**config.mk**
```make
export PLATFORM = sky130hd
export DESIGN_NAME = dot_product_seq
export DESIGN_NICKNAME = d
export VERILOG_FILES = /design/src/rtl/dotp_pkg.sv /design/src/rtl/dotp_mac.sv /design/src/rtl/dot_product_seq.sv
export SDC_FILE = /design/constraint.sdc
export NUM_CORES = 1
export LEC_CHECK = 0
export ABC_AREA = 1
export CAP_MARGIN = 20
export CORE_ASPECT_RATIO = 0.8
export CORE_MARGIN = 2
export CORE_UTILIZATION = 24
export CTS_CLUSTER_SIZE = 16
export DETAILED_ROUTE_END_ITERATION = 10
export SLEW_MARGIN = 15
export SYNTH_ARGS = -nofsm -noshare
export SYNTH_HDL_FRONTEND = slang
export SYNTH_SLANG_ARGS = --single-unit
```
**constraint.sdc**
```tcl
create_clock -name clk -period 10.92 [get_ports clk]
set_clock_uncertainty 0.1 [all_clocks]
set_input_delay 1.638 -clock clk [delete_from_list [all_inputs] [get_ports clk]]
set_output_delay 1.638 -clock clk [all_outputs]
set_load 0.05 [all_outputs]
```
**src/rtl/dotp_pkg.sv**
```systemverilog
// Shared types and default widths for the sequential dot-product engine.
package dotp_pkg;

  localparam int DEF_DATA_WIDTH = 8;
  localparam int DEF_ADDR_WIDTH = 4;

  typedef enum logic [1:0] {
    IDLE,
    READ,
    DRAIN,
    WRITE
  } state_t;

endpackage

```
**src/rtl/dotp_mac.sv**
```systemverilog
// Multiply-accumulate datapath with sticky overflow.
// Defining DOTP_SAT_EN clamps the accumulator at all-ones on overflow; otherwise it wraps.
module dotp_mac
  import dotp_pkg::*;
#(
  parameter int DATA_WIDTH = DEF_DATA_WIDTH,
  parameter int RES_WIDTH  = 2*DEF_DATA_WIDTH + DEF_ADDR_WIDTH
) (
  input  logic                  clk,
  input  logic                  rst_n,
  input  logic                  clear,
  input  logic                  valid,
  input  logic [DATA_WIDTH-1:0] a_data,
  input  logic [DATA_WIDTH-1:0] b_data,
  output logic [RES_WIDTH-1:0]  acc,
  output logic                  ovf
);

  localparam int PAD = RES_WIDTH + 1 - 2*DATA_WIDTH;

  logic [2*DATA_WIDTH-1:0] prod;
  logic [RES_WIDTH:0]      sum;
  logic [RES_WIDTH-1:0]    acc_next;

  // Operands are widened first so the product is computed at full precision.
  assign prod = {{DATA_WIDTH{1'b0}}, a_data} * {{DATA_WIDTH{1'b0}}, b_data};
  assign sum  = {1'b0, acc} + {{PAD{1'b0}}, prod};

`ifdef DOTP_SAT_EN
  assign acc_next = sum[RES_WIDTH] ? '1 : sum[RES_WIDTH-1:0];
`else
  assign acc_next = sum[RES_WIDTH-1:0];
`endif

  // NOTE: sequential state uses non-blocking assignments so every register
  // samples the pre-edge values, independent of statement order.
  always_ff @(posedge clk) begin
    if (!rst_n) begin
      acc <= '0;
      ovf <= 1'b0;
    end else if (clear) begin
      acc <= '0;
      ovf <= 1'b0;
    end else if (valid) begin
      acc <= acc_next;
      ovf <= ovf | sum[RES_WIDTH];
    end
  end

endmodule

```
**src/rtl/dot_product_seq.sv**
```systemverilog
// Sequential dot product: reads A/B element pairs, accumulates, writes one result.
// Optional macro DOTP_SAT_EN selects saturating accumulation inside dotp_mac.
module dot_product_seq
  import dotp_pkg::*;
#(
  parameter int DATA_WIDTH = DEF_DATA_WIDTH,
  parameter int ADDR_WIDTH = DEF_ADDR_WIDTH,
  parameter int RES_WIDTH  = 2*DATA_WIDTH + ADDR_WIDTH
) (
  input  logic                  clk,
  input  logic                  rst_n,
  input  logic                  start,
  input  logic [ADDR_WIDTH-1:0] len_m1,
  input  logic [ADDR_WIDTH-1:0] res_addr,
  output logic                  op_read_en,
  output logic [ADDR_WIDTH-1:0] op_read_address,
  input  logic [DATA_WIDTH-1:0] a_data,
  input  logic [DATA_WIDTH-1:0] b_data,
  output logic                  res_write_en,
  output logic [ADDR_WIDTH-1:0] res_write_address,
  output logic [RES_WIDTH-1:0]  res_data,
  output logic                  busy,
  output logic                  done,
  output logic                  ovf
);

  state_t                state, state_next;
  logic [ADDR_WIDTH-1:0] cnt, len_q, addr_q;
  logic                  valid_q;
  logic                  rd_en, wr_en, accept;
  logic [RES_WIDTH-1:0]  acc;
  logic                  ovf_q;

  always_ff @(posedge clk) begin
    if (!rst_n) begin
      state   <= IDLE;
      cnt     <= '0;
      len_q   <= '0;
      addr_q  <= '0;
      valid_q <= 1'b0;
    end else begin
      state   <= state_next;
      valid_q <= rd_en;
      if (accept) begin
        cnt    <= '0;
        len_q  <= len_m1;
        addr_q <= res_addr;
      end else if (state == READ) begin
        cnt <= cnt + ADDR_WIDTH'(1);
      end
    end
  end

  // NOTE: every signal driven here gets a default first, so no path can
  // leave it unassigned and infer a latch.
  always_comb begin
    state_next = state;
    rd_en      = 1'b0;
    wr_en      = 1'b0;
    accept     = 1'b0;
    unique case (state)
      IDLE: begin
        if (start) begin
          accept     = 1'b1;
          state_next = READ;
        end
      end
      READ: begin
        rd_en = 1'b1;
        if (cnt == len_q) state_next = DRAIN;
      end
      DRAIN: state_next = WRITE;
      WRITE: begin
        wr_en      = 1'b1;
        state_next = IDLE;
      end
      default: state_next = IDLE;
    endcase
  end

  dotp_mac #(
    .DATA_WIDTH (DATA_WIDTH),
    .RES_WIDTH  (RES_WIDTH)
  ) u_mac (
    .clk    (clk),
    .rst_n  (rst_n),
    .clear  (accept),
    .valid  (valid_q),
    .a_data (a_data),
    .b_data (b_data),
    .acc    (acc),
    .ovf    (ovf_q)
  );

  // Outputs are qualified by rst_n so they read zero for the whole reset
  // window, including before the first clock edge; buses idle at zero.
  assign op_read_en        = rst_n & rd_en;
  assign op_read_address   = (rst_n && rd_en) ? cnt : '0;
  assign res_write_en      = rst_n & wr_en;
  assign done              = rst_n & wr_en;
  assign res_write_address = (rst_n && wr_en) ? addr_q : '0;
  assign res_data          = (rst_n && wr_en) ? acc : '0;
  assign busy              = rst_n && (state != IDLE);
  assign ovf               = rst_n & ovf_q;

endmodule

```
==> flow_summary.json, run 1 <==
{
  "globalplace.congestion": 0.815,
  "cts_tree": "done",
  "critical_path.startpoint_type": "input port",
  "grt_util_all_layers_pct": 12.3,
  "net-switching-power_mw": 0.499,
  "pwr-share-seq_pct": 17.4,
  "post_route_cells_drive_above_1_share_pct": 2.68,
  "cp.required_ns": 9.18,
  "drc_errors": 0,
  "cts_hold_repair.buffers": 0,
  "synth.avg_cell_area_um2": 6.68,
  "grt_pass1_vias": 4116,
  "period_share_pct": 53.6,
  "synth.most_common_cell": "inv_1",
  "grt_setup_unrepaired": "false",
  "number_of_synthesized_flops_with_an_enable_pin": 0,
  "filler_cell_count": 2093,
  "gr-total-overflow": 0,
  "die_w_um": 160,
  "power.leakage_nw": 3.10,
  "port_buffers": 59,
  "run_status": "finished, final reports clean",
  "post_cts.resized_instances": 0,
  "timing.final.setup_violations": 0,
  "combined_area_of_all_synthesized_cells_um2": 4700,
  "peakVddDrop_mv": 0.0993,
  "antenna_cells": 0,
  "min_path_type": "flip-flop to flip-flop",
  "syn_nets": 827,
  "drv_cap": 0,
  "critPathArrivalTime_ns": 4.12,
  "floorplan.initialDensity_pct": 24.6,
  "yosys_most_used_dff": "dfxtp_1",
  "grt_start_max_net_pins": 23,
  "antenna_violating_nets_post_route": 0,
  "timing.setup.tns_ns": 0,
  "critPathKind": "input port to output pin",
  "synthTopCellsByCount": "207 x inv_1, 171 x nand2_1, 60 x nor2_1, 50 x fa_1, 46 x ha_1",
  "utilization_pct": 29.6,
  "yosys_warnings": 0,
  "area_growth_pct": 20.3,
  "synthCells": 704,
  "synthDistinctLibCells": 35,
  "dr_total_vias": 4048,
  "period_needed_ns": 5.86,
  "power.combinational.fraction_pct": 65.2,
  "synthDominantAreaCellType": "fa_1",
  "cts.root.buffer_cell": "clkbuf_16",
  "crit_fanout": 15,
  "post_synthesis_register_bit_count": 36,
  "worst_setup_hold_path_clk_slew_ns": 0.07,
  "grt_pass1_wl_mm": 20.8,
  "critPathCaptureType": "output pin",
  "power.density_cell_area_nw_per_um2": 177,
  "num_io_pins": 60,
  "synth_sequential_area_ratio_pct": 15.3,
  "drt_wl_total_mm": 11.9,
  "power.internal_mw": 0.504,
  "drt-pass1-iter-count": 4,
  "power.switching_fraction_pct": 49.8,
  "yosys.area.top_type_share_pct": 21.3,
  "report.final.hold_viol_count": 0,
  "clkSinkCount": 36,
  "insertion_delay_ns": 0.29,
  "number_of_antenna_violations_at_the_first_check_in_global_routing": 0,
  "layout.nets": 868,
  "num_rows": 45,
  "cts.repair_timing.setup_buffer_count": 0,
  "drtIter0Drc": 234,
  "slew_headroom_pct": 48.2,
  "floorplan.core_area_um2": 19100,
  "power.share.clock_pct": 17.5,
  "post_synth_main_area_contributors": "fa_1 21%, inv_1 17%, dfxtp_1 15%, nand2_1 14%, ha_1 12%",
  "drv_slew": 0,
  "worst_slew_pin_slew_ns": 0.776,
  "die_h_um": 129,
  "async_flop_share_pct": 0,
  "max_clock_freq_ghz": 0.171,
  "vias_per_cell": 4.03,
  "dp.final_hpwl_mm": 9.67,
  "cts.path.max_buffers": 2,
  "die_area_um2": 20700,
  "wl_per_cell_um": 11.8,
  "h-tree-depth": 2,
  "cts_made_buffers": 5
}
[worst max-delay path: stages]
cell	delay (ns)
clkdlybuf4s50_1	0.76
nand2_1	0.42
buf_4	0.33
nor2_1	0.14
clkdlybuf4s50_1	0.82
[final timing paths]
kind,from,endpoint,slack [ns],cells past startpoint
worst max-delay path,rst_n,res_data[10],5.06,5
worst min-delay path,addr_q[2],addr_q[2],0.35,2
worst max register to register,u_mac.acc[6],u_mac.acc[15],6.89,19
worst min register to register,addr_q[2],addr_q[2],0.35,2
[state kept, by name (all words and copies together) (netlist names)]
signal,flops
addr_q,4
cnt,4
len_q,4
state,2
u_mac.acc,20
u_mac.ovf,1
valid_q,1
[power groups by stage]
stage,Clock (mW),Combinational (mW),Sequential [mW]
floorplan,0,0.522,0.168
global placement,0,0.652,0.177
detailed placement,0,0.654,0.178
CTS,0.179,0.661,0.175
global route,0.185,0.766,0.178
finish,0.175,0.654,0.174
[per-layer routing]
metal / share of wire, % / vias to the layer above / global-route usage, % / routed length [um]
met2: 42 / 87 / 18.8 / 4970
met3: 5.0 / 11 / 2.14 / 594
met4: 0.83 / 0 / 1.91 / 99
li1: - / 2108 / - / -
met1: 52 / 1842 / 18.5 / 6230
met5: 0 / - / 0 / 0
[layout make-up]
class | instances | area [um^2] | area share [%]
clock buffers | 5 | 125 | 2.21
clock inverters | 3 | 46.3 | 0.819
inverters | 210 | 788 | 13.9
multi-input cells | 432 | 3050 | 54.0
flip-flops and latches | 36 | 721 | 12.7
well taps | 258 | 323 | 5.71
repair buffers | 60 | 598 | 10.6
[kinds of logic (layout without fill, tap and decap cells)]
group / after synthesis / count (layout) / share of synthesized area (%)
adder cells (fa/ha/maj): 96 / 96 / 33.5
AO/OA/AOI/OAI: 59 / 59 / 6.44
AND/OR/NAND/NOR: 267 / 267 / 23.1
multiplexers: 1 / 1 / 0.213
XOR/XNOR: 9 / 9 / 1.68
buffers and inverters: 236 / 278 / 19.7
flip-flops: 36 / 36 / 15.3
[metrics by stage]
step	hold slack (ns)	total power, mW	worst slack (ns)	std cells	area (um^2)
floorplan	0.328	0.690	5.54	704	4700
global placement	0.346	0.829	4.81	996	5480
detailed placement	0.346	0.832	4.80	996	5480
CTS	0.356	1.02	4.93	1004	5650
global route	0.374	1.13	4.77	1004	5650
finish	0.353	1.00	5.06	1004	5650
[cells in the final DEF (no fill, tap or decap), types with 2 or more instances in the layout]
cell and instances:
inv_1 207, nor2_1 60, fa_1 50, nand3_2 2
xnor2_1 6, ha_1 46, o21ai_0 20, dfxtp_1 36
nand3_1 19, nor3_1 3, or2_1 2, clkdlybuf4s50_1 59
xor2_1 3, a21oi_1 35, a31oi_1 2, clkbuf_16 5
inv_2 3, nand2_1 171
Power figures use the tool's default switching activity.
==> run 2: changes to the inputs <==
clock period = 5.6 ns   (was 10.92 ns; I/O delays follow)
==> run 2 against run 1 <==
Compared with the run above: non-clock buffer count is 3 higher; critical path depth rose by 15; power increased by 91%; register-to-register slack worse by 5.3 ns; clock power grew 67%; sequential power rose by 95%; global-route usage is 0.16 points lower; first-iteration DRC count shrank 24%; core utilization barely moved; worst setup slack worse by 4.6 ns.
==> flow_summary.json, run 2 (same netlist as run 1, synthesis figures left out) <==
{
  "clkSinkCount": 36,
  "post_route_cells_drive_above_1_share_pct": 2.80,
  "post_cts.resized_instances": 0,
  "timing.final.setup_violations": 0,
  "drtIter0Drc": 177,
  "drt_wl_total_mm": 11.8,
  "wl_per_cell_um": 11.8,
  "gr-total-overflow": 0,
  "peakVddDrop_mv": 0.177,
  "timing.critical_path.slowest_cell_delay_ns": 0.71,
  "antenna_cells": 0,
  "filler_cell_count": 2119,
  "max_clock_freq_ghz": 0.196,
  "place_area_um2": 5510,
  "grt_start_max_net_pins": 26,
  "cts.path.max_buffers": 2,
  "number_of_antenna_violations_at_the_first_check_in_global_routing": 0,
  "sequential_cell_area_um2": 721,
  "cts.repair_timing.setup_buffer_count": 0,
  "vias_per_cell": 4.03,
  "min_path_type": "flip-flop to flip-flop",
  "cts_made_buffers": 5,
  "holdPathStages": 2,
  "critPathCaptureType": "flip-flop",
  "antenna_violating_nets_post_route": 0,
  "drv_slew": 0,
  "multi_input_area_um2": 3050,
  "port_buffers": 59,
  "critPathArrivalTime_ns": 5.18,
  "critical_path.startpoint_type": "input port",
  "critical_path.cell_chain": "clkdlybuf4s50_1 -> nand2_1 -> fa_1 -> inv_1 -> fa_1 -> fa_1 -> inv_1 -> fa_1 -> inv_1 -> ha_1 -> nand2_1 -> nand2_1 -> a21oi_1 -> nand2_1 -> nand2_1 -> nand2_1 -> nand2_1 -> nand3_1 -> nand2_1 -> inv_1",
  "cp_dominant_cell_by_count": "nand2_1",
  "cp.required_ns": 5.68,
  "floorplan.core_area_um2": 19100,
  "drc_errors": 0,
  "most-common-layout-cells": "207 x inv_1, 171 x nand2_1, 60 x nor2_1, 59 x clkdlybuf4s50_1, 50 x fa_1",
  "layout.nets": 871,
  "grt_setup_unrepaired": "false",
  "report.final.hold_viol_count": 0,
  "largest_reg_flops": 20,
  "num_rows": 45,
  "grt_util_all_layers_pct": 12.2,
  "timing.setup.tns_ns": 0,
  "power.density_cell_area_nw_per_um2": 339,
  "drv_cap": 0,
  "die_w_um": 160,
  "run_status": "finished, final reports clean",
  "grt_pass1_vias": 4073,
  "power.leakage_nw": 3.11,
  "slew_headroom_pct": 47.6,
  "insertion_delay_ns": 0.28,
  "largest-register": "u_mac.acc",
  "num_io_pins": 60,
  "period_needed_ns": 5.10,
  "drt-pass1-iter-count": 4,
  "floorplan.initialDensity_pct": 24.6,
  "dr_total_vias": 4060,
  "dp.final_hpwl_mm": 9.55,
  "final_cell_area_um2": 5650,
  "grt_pass1_wl_mm": 20.3,
  "die_area_um2": 20700,
  "layout.cells.most_common": "inv_1",
  "worst_slew_pin_slew_ns": 0.785,
  "period_share_pct": 91.0,
  "cts_tree": "done",
  "cts.root.buffer_cell": "clkbuf_16",
  "area_growth_pct": 20.2,
  "worst_setup_hold_path_clk_slew_ns": 0.06,
  "worst_path_max_delay_cell": "clkdlybuf4s50_1",
  "worstRegToRegCells": 19,
  "critPathKind": "input port to flip-flop",
  "globalplace.congestion": 0.825,
  "die_h_um": 129,
  "crit_fanout": 8,
  "cts_hold_repair.buffers": 0,
  "h-tree-depth": 2
}
[run 2: area by class of cell]
class	instances	share of cell area [%]
inverters	210	13.9
clock buffers	8	2.59
flip-flops and latches	36	12.8
multi-input cells	432	54.0
well taps	258	5.71
repair buffers	63	11.0
[run 2: report_power, final]
part           internal [mW]  switching (mW)  leakage, nW  total, mW
clock network          0.178           0.114       0.0712      0.292
logic                  0.471           0.811         2.74       1.28
registers              0.302          0.0379        0.293      0.340
[run 2: worst max-delay path: cells and delay by family]
| family | cells | cell delay [ns] |
|---|---|---|
| AO/OA/AOI/OAI | 1 | 0.13 |
| adder cells (fa/ha/maj) | 5 | 2.45 |
| buffers and inverters | 5 | 0.91 |
| AND/OR/NAND/NOR | 9 | 0.83 |
[run 2: final timing paths]
path / to / slack [ns] / startpoint
worst max-delay path: u_mac.acc[15] / 0.50 / a_data[4]
worst min-delay path: addr_q[3] / 0.36 / addr_q[3]
worst max register to register: u_mac.acc[15] / 1.55 / u_mac.acc[6]
worst min register to register: addr_q[3] / 0.36 / addr_q[3]
[run 2: stage by stage]
stage / total power, mW / cells / hold WS (ns) / setup slack (ns) / utilization [%]
after floorplan: 1.35 / 704 / 0.328 / 1.02 / -
final: 1.91 / 1007 / 0.356 / 0.501 / 29.6
after global routing: 2.16 / 1007 / 0.368 / 0.230 / 29.6
after detailed placement: 1.63 / 999 / 0.347 / 0.220 / 28.8
after global placement: 1.62 / 999 / 0.347 / 0.262 / 28.8
after CTS: 1.94 / 1007 / 0.357 / 0.513 / 29.6
[run 2: routing by layer]
| layer | global-route usage, % | vias to the layer above | part of all wire (%) | wire length, um |
|---|---|---|---|---|
| met4 | 2.28 | 0 | 1.1 | 131 |
| met5 | 0 | - | 0 | 0 |
| li1 | - | 2110 | - | - |
| met1 | 17.9 | 1853 | 53 | 6300 |
| met3 | 2.40 | 13 | 5.3 | 625 |
| met2 | 18.6 | 84 | 40 | 4790 |
==> run 3: changes to the inputs <==
PLACE_DENSITY = 0.41   (was not set)
==> run 3 against run 2 <==
Compared with the run above: sequential share of layout area barely moved; sequential power barely moved; global-route usage rose by 0.19 points; via count fell by 3.6%.
==> flow_summary.json, run 3 (same netlist as run 1, synthesis figures left out) <==
{
  "dp.final_hpwl_mm": 10.3,
  "critical_path.startpoint_type": "input port",
  "wl_per_cell_um": 12.3,
  "drc_errors": 0,
  "r2r_slack_ns": 1.59,
  "worstRegToRegCells": 19,
  "drt-pass1-iter-count": 4,
  "area_growth_pct": 20.4,
  "cts_tree": "done",
  "power.density_cell_area_nw_per_um2": 339,
  "final_cell_area_um2": 5660,
  "cts.root.buffer_cell": "clkbuf_16",
  "filler_cell_count": 2162,
  "timing.setup.tns_ns": 0,
  "largest_reg_flops": 20,
  "drt_wl_total_mm": 12.4,
  "antenna_cells": 0,
  "grt_start_max_net_pins": 23,
  "cp.required_ns": 5.68,
  "place_area_um2": 5510,
  "min_from": "addr_q[1]",
  "floorplan.initialDensity_pct": 24.6,
  "timing.hold.worst_endpoint": "addr_q[1]",
  "peakVddDrop_mv": 0.119,
  "worst_setup_hold_path_clk_slew_ns": 0.06,
  "placedCellCount": 999,
  "setup_ws_ns": 0.550,
  "final_cells": 1006,
  "drtIter0Drc": 159,
  "die_w_um": 160,
  "cts_made_buffers": 5,
  "cts.path.max_buffers": 2,
  "critPathArrivalTime_ns": 5.13,
  "critPathKind": "input port to flip-flop",
  "h-tree-depth": 2,
  "most-common-layout-cells": "207 x inv_1, 171 x nand2_1, 60 x nor2_1, 59 x clkdlybuf4s50_1, 50 x fa_1",
  "num_rows": 45,
  "power.leakage_nw": 3.11,
  "port_buffers": 59,
  "insertion_delay_ns": 0.29,
  "timing.final.setup_violations": 0,
  "grt_setup_unrepaired": "false",
  "clkSinkCount": 36,
  "die_h_um": 129,
  "post_route_cells_drive_above_1_share_pct": 2.94,
  "launch_point_of_the_worst_reg_to_reg_path": "u_mac.acc[6]",
  "holdPathStages": 2,
  "total_power_mw": 1.92,
  "slew_headroom_pct": 47.2,
  "critPathCaptureType": "flip-flop",
  "dr_total_vias": 3914,
  "r2r_end": "u_mac.acc[17]",
  "worst_slew_pin_slew_ns": 0.791,
  "period_needed_ns": 5.05,
  "crit_fanout": 8,
  "layout.cells.most_common": "inv_1",
  "cts.repair_timing.setup_buffer_count": 0,
  "report.final.hold_viol_count": 0,
  "floorplan.core_area_um2": 19100,
  "post_cts.resized_instances": 0,
  "max_clock_freq_ghz": 0.198,
  "min_path_type": "flip-flop to flip-flop",
  "grt_pass1_vias": 3922,
  "antenna_violating_nets_post_route": 0,
  "run_status": "finished, final reports clean",
  "num_io_pins": 60,
  "die_area_um2": 20700,
  "place_worst_setup_slack_ns": 0.221,
  "grt_pass1_wl_mm": 20.5,
  "cts_hold_repair.buffers": 0,
  "grt_util_all_layers_pct": 12.3,
  "drv_slew": 0,
  "layout.nets": 871,
  "largest-register": "u_mac.acc",
  "vias_per_cell": 3.89,
  "gr-total-overflow": 0,
  "number_of_antenna_violations_at_the_first_check_in_global_routing": 0,
  "period_share_pct": 90.2,
  "drv_cap": 0,
  "globalplace.congestion": 0.734
}
## run 3: changes by cell type in the layout (fill, tap and decap cells not counted)
cell      delta
clkbuf_1     -2
clkbuf_8     +1
## run 3: worst max path at each step
| stage | startpoint | depth (start not counted) | to |
|---|---|---|---|
| CTS | a_data[0] | 18 | u_mac.acc[18] |
| global route | a_data[0] | 20 | u_mac.acc[14] |
| global placement | a_data[0] | 20 | u_mac.acc[12] |
| finish | a_data[0] | 18 | u_mac.acc[18] |
| floorplan | a_data[0] | 18 | u_mac.acc[18] |
| detailed placement | a_data[0] | 18 | u_mac.acc[18] |
## run 3: metrics by stage
| stage | util, % | hold slack [ns] |
|---|---|---|
| after floorplan | - | 0.328 |
| after global placement | 28.8 | 0.351 |
| after detailed placement | 28.8 | 0.347 |
| after CTS | 29.6 | 0.356 |
| after global routing | 29.6 | 0.383 |
| final | 29.6 | 0.353 |
## run 3: final cells by class
type	count	area, um^2	area share, %
flip-flops and latches	36	721	12.7
inverters	210	788	13.9
clock buffers	7	153	2.70
multi-input cells	432	3050	54.0
repair buffers	63	621	11.0
well taps	258	323	5.71
## run 3: power by group
group	leakage (nW)	internal (mW)	total [mW]	switching [mW]
Sequential	0.293	0.302	0.341	0.0384
Combinational	2.74	0.470	1.28	0.807
Clock	0.0760	0.187	0.300	0.113
Total	3.11	0.959	1.92	0.959
## run 3: metal layers
layer | routed length, um | GRT usage, % | share of wire, % | up-vias
li1 | - | - | - | 2100
met1 | 6800 | 18.6 | 55 | 1757
met2 | 5110 | 19.1 | 41 | 50
met3 | 394 | 1.95 | 3.2 | 7
met4 | 51 | 1.43 | 0.41 | 0
met5 | 0 | 0 | 0 | -
## run 3: worst max-delay path: stages
cell	delay, ns
clkdlybuf4s50_1	0.69
nand2_1	0.14
fa_1	0.52
fa_1	0.56
inv_1	0.06
fa_1	0.54
inv_1	0.06
fa_1	0.53
inv_1	0.04
ha_1	0.35
nand2_1	0.10
nand2_1	0.07
a21oi_1	0.12
nand2_1	0.08
nand2_1	0.12
nand3_2	0.10
a21oi_1	0.15
nor2_1	0.06
==> edit 1: new RTL, flow settings as in run 3 <==
Reset style: asynchronous (`rst_n`), changed in 2 clocked blocks.
--- a/src/rtl/dotp_mac.sv
+++ b/src/rtl/dotp_mac.sv
@@ -35,5 +35,5 @@
   // NOTE: sequential state uses non-blocking assignments so every register
   // samples the pre-edge values, independent of statement order.
-  always_ff @(posedge clk) begin
+  always_ff @(posedge clk or negedge rst_n) begin
     if (!rst_n) begin
       acc <= '0;
--- a/src/rtl/dot_product_seq.sv
+++ b/src/rtl/dot_product_seq.sv
@@ -32,5 +32,5 @@
   logic                  ovf_q;
 
-  always_ff @(posedge clk) begin
+  always_ff @(posedge clk or negedge rst_n) begin
     if (!rst_n) begin
       state   <= IDLE;
Check against the original RTL: same outputs for any inputs over 10 cycles, from zero or initial values and one cycle with rst_n low; that may be too few to reach the edited logic, so the function may still have changed.
==> edit 1 against run 3 <==
Design area up 1.1%; wire length down 1.2%; sequential power up 27%; critical endpoint is now u_mac.acc[15]; sequential cell count unchanged; cell count down 3.1%; setup slack about the same; critical path depth up 1; non-clock buffer count down 1; combinational power up 64%; global-route usage about the same; critical path type unchanged; count of clock-buffer cells in the layout unchanged; power up 50%; area after synthesis about the same.
==> edit 1: results (changes against run 3) <==
[status]
status = finished, final reports clean

[logic_synthesis]
synth_fa_ha_area_share_pct = 33.5  ; about the same
synth-compound-area-share_pct = 4.79  ; -1.7 points
synth_nets = 792  ; -4.2%
synthTopCellsByCount = 194 x inv_1, 191 x nand2_1, 50 x fa_1
synth_cell_types = 29  ; -17%
synth_seq_area_share_pct = 19.2  ; +3.8 points
synth.avg_cell_area_sq_um = 7.03  ; +5.3%

[cells_and_area]
nets = 839  ; -3.7%
layout-drive-gt1-share_pct = 4.32  ; +1.4 points
fillCellCount = 2109  ; -2.5%

[placed_design]
place_area_sq_um = 5530  ; +0.36%
hpwl_um = 10100  ; -1.1%
pre_cts_ws_ps = 275  ; +54.0 ps
gp_congestion = 0.815  ; +11%
place_inst = 966  ; -3.3%

[route]
dr_wl_met3_um = 675  ; +71%
drtIter0Drc = 238  ; +50%
met2_length_um = 5120  ; +0.27%
drt-met1-wl_um = 6310  ; -7.1%

[timing]
relSlewSlack_pct = 65.1  ; +18 points

[power_and_ir_drop]
ir_drop_mv = 0.221  ; +85%

[grt]
grt_pass1_vias = 4010  ; +2.2%
grt.total_usage_pct = 12.4  ; +0.025 points
grt_pass1_wl_um = 20500  ; -0.20%

[worst_setup_path]
critical-path-max-stage-delay_ps = 770  ; +80 ps

edit 1: changes by cell type in the layout (fill, tap and decap cells not counted), sizes merged, moves of 5 or more:
cell	delta
dfrtp	+36
nand3b	+5
dfxtp	-36
a21oi	-18
inv	-11
nor2	-20
nand2	+26
nand3	-7
edit 1: path summary, 6_finish.rpt:
| path | startpoint | end | slack, ps | cells after the start |
|---|---|---|---|---|
| worst max-delay path | a_data[1] | u_mac.acc[15] | 550 | 19 |
| worst min-delay path | u_mac.acc[14] | u_mac.acc[14] | 380 | 2 |
| worst max register to register | u_mac.acc[6] | u_mac.acc[15] | 1650 | 17 |
| worst min register to register | u_mac.acc[14] | u_mac.acc[14] | 380 | 2 |
| max in group asynchronous | rst_n | u_mac.acc[3] | 4480 | 2 |
| min in group asynchronous | rst_n | addr_q[1] | 560 | 2 |
edit 1: logic make-up after synthesis:
logic type               after synthesis
AO/OA/AOI/OAI                         43
XOR/XNOR                               5
adder cells (fa/ha/maj)               96
buffers and inverters                221
flip-flops                            36
AND/OR/NAND/NOR                      268
edit 1: power groups by stage:
stage | logic (W) | clock network [W] | registers (W)
after floorplan | 0.00162 | 0 | 0.000419
after global placement | 0.00211 | 0 | 0.000437
after detailed placement | 0.00213 | 0 | 0.000437
after CTS | 0.00214 | 0.000360 | 0.000434
after global routing | 0.00246 | 0.000372 | 0.000446
final | 0.00210 | 0.000349 | 0.000432
edit 1: final cells by class:
cell class	instances	area, sq um	share of cell area [%]
inverters	199	747	13.1
repair buffers	62	616	10.8
clock buffers	7	153	2.67
multi-input cells	412	2950	51.6
well taps	258	323	5.64
clock inverters	1	30.0	0.525
flip-flops and latches	36	901	15.7
edit 1: worst reg2reg max path, stage by stage (launching register included):
cell and delay [ps]:
dfrtp_1 320, inv_1 80, fa_1 540, inv_1 50, fa_1 490, inv_1 50
fa_1 470, fa_1 560, inv_1 40, ha_1 340, nand3_1 120, nand3_2 110
nand2_1 80, nand2_1 110, nand2_1 120, nand3b_1 90, nand3_1 90, nand2_1 50
edit 1: layer usage:
layer | global-route usage, % | vias up
met5 | 0 | -
met4 | 1.75 | 0
met3 | 2.24 | 8
met2 | 18.7 | 85
met1 | 18.7 | 1833
li1 | - | 2008
edit 1: metrics by stage:
| stage | hold WS (ps) | total power (W) |
|---|---|---|
| 3_5_place_dp | 369 | 0.00256 |
| 6_report | 380 | 0.00288 |
| 3_3_place_gp | 366 | 0.00255 |
| 4_1_cts | 384 | 0.00293 |
| 2_1_floorplan | 349 | 0.00204 |
| 5_1_grt | 427 | 0.00328 |
==> edit 2: new RTL, settings of run 3 <==
Without the edit above. The option `DOTP_SAT_EN` is turned on by a define.
--- a/src/rtl/dotp_mac.sv
+++ b/src/rtl/dotp_mac.sv
@@ -1,4 +1,6 @@
 // Multiply-accumulate datapath with sticky overflow.
 // Defining DOTP_SAT_EN clamps the accumulator at all-ones on overflow; otherwise it wraps.
+`define DOTP_SAT_EN
+
 module dotp_mac
   import dotp_pkg::*;
Function: no difference found for any inputs over 10 cycles, from zero or initial values and one cycle with rst_n low; that may be too few to reach the edited logic, so the function may still have changed.
==> edit 2 against run 3 <==
Design area is 4.7% higher; power is 12% higher; setup slack worse by 100 ps; sequential cell count stayed put; wire length is 3.3% lower; area after synthesis stayed put; via count is 2.2% higher; combinational power is 18% higher; critical path type unchanged; largest cell class unchanged; largest power group unchanged.
==> edit 2: results (changes against run 3) <==
[power_and_ir_drop]
power.leakage_nw = 3.24  ; +4.3%
p_sw_share_pct = 48.7  ; -1.3 points
ir_drop_mv = 0.126  ; +5.9%

[logic_synthesis]
synth_ff_type = dfxtp_1
synth_nets = 807  ; -2.4%
synth_seq_area_share_pct = 15.3  ; unchanged
synth_area_leaders = fa_1 21%, inv_1 16%, dfxtp_1 15%
synth_cell_types = 36  ; +2.9%
synthTopCellsByCount = 195 x inv_1, 149 x nand2_1, 56 x nor2_1

[placed_design]
gp_congestion = 0.777  ; +5.9%
hpwl_um = 10100  ; -1.1%
port_buffers = 59  ; unchanged
place_area_sq_um = 5780  ; +5.0%

[timing]
worst_slew_pin_slew_ps = 678  ; -113 ps

[worst_setup_path]
crit_arrival_ps = 5230  ; +100 ps
critical-path-max-stage-delay_ps = 660  ; -30 ps
worst_r2r_path_depth = 20  ; +1

[cells_and_area]
layout-drive-gt1-share_pct = 9.35  ; +6.4 points
nets = 881  ; +1.1%
fillCellCount = 2121  ; -1.9%

[grt]
grt_max_degree = 16  ; -30%
grt_pass1_vias = 3962  ; +1.0%
grt_pass1_wl_um = 20000  ; -2.5%
antenna_found_initial = 0  ; unchanged
grt.total_usage_pct = 12.0  ; -0.34 points

[status]
status = finished, final reports clean

[route]
wire_per_inst_um = 11.7  ; -4.3%
drtIter0Drc = 151  ; -5.0%
vias_per_cell = 3.93  ; +1.1%

==> edit 2: power groups by stage <==
stage	Sequential, W	Combinational (W)	Clock (W)
finish	0.000342	0.00151	0.000290
global route	0.000350	0.00174	0.000312
CTS	0.000343	0.00154	0.000301
detailed placement	0.000348	0.00153	0
global placement	0.000350	0.00154	0
floorplan	0.000332	0.00107	0
==> edit 2: cell families after synthesis <==
logic type | synth area share [%]
and+or+nand+nor | 23.3
muxes | 0.213
adders and majority gates | 33.5
DFF | 15.3
AOI/OAI and AO/OA | 7.24
xor gates and xnor gates | 2.05
buffers and inverters | 18.4
==> edit 2: metrics by stage <==
stage	cells	setup slack, ps	power [W]
6_report	1017	449	0.00214
4_1_cts	1017	430	0.00219
3_5_place_dp	1009	124	0.00188
3_3_place_gp	1009	171	0.00189
5_1_grt	1017	173	0.00240
2_1_floorplan	684	802	0.00140
==> edit 2: worst paths after layout <==
| kind | start | to | slack, ps |
|---|---|---|---|
| worst max-delay path | b_data[4] | u_mac.acc[4] | 450 |
| worst min-delay path | u_mac.ovf | u_mac.ovf | 350 |
| worst max register to register | u_mac.acc[6] | u_mac.acc[4] | 1490 |
| worst min register to register | u_mac.ovf | u_mac.ovf | 350 |
==> edit 2: cell type report <==
class | instances | area [sq um] | area share [%]
sequential | 36 | 721 | 12.2
clock buffer | 8 | 146 | 2.47
timing repair buffer | 93 | 883 | 14.9
multi-input combinational | 426 | 3120 | 52.6
inverter | 196 | 736 | 12.4
tap | 258 | 323 | 5.45
==> edit 2: routing by layer <==
metal  part of all wire (%)  vias to the layer above  global-route usage [%]
met2                     41                       43                    18.4
met4                   0.44                        0                    1.43
met3                    3.0                        7                    1.86
met5                      0                        -                       0
li1                       -                     2121                       -
met1                     55                     1828                    18.2
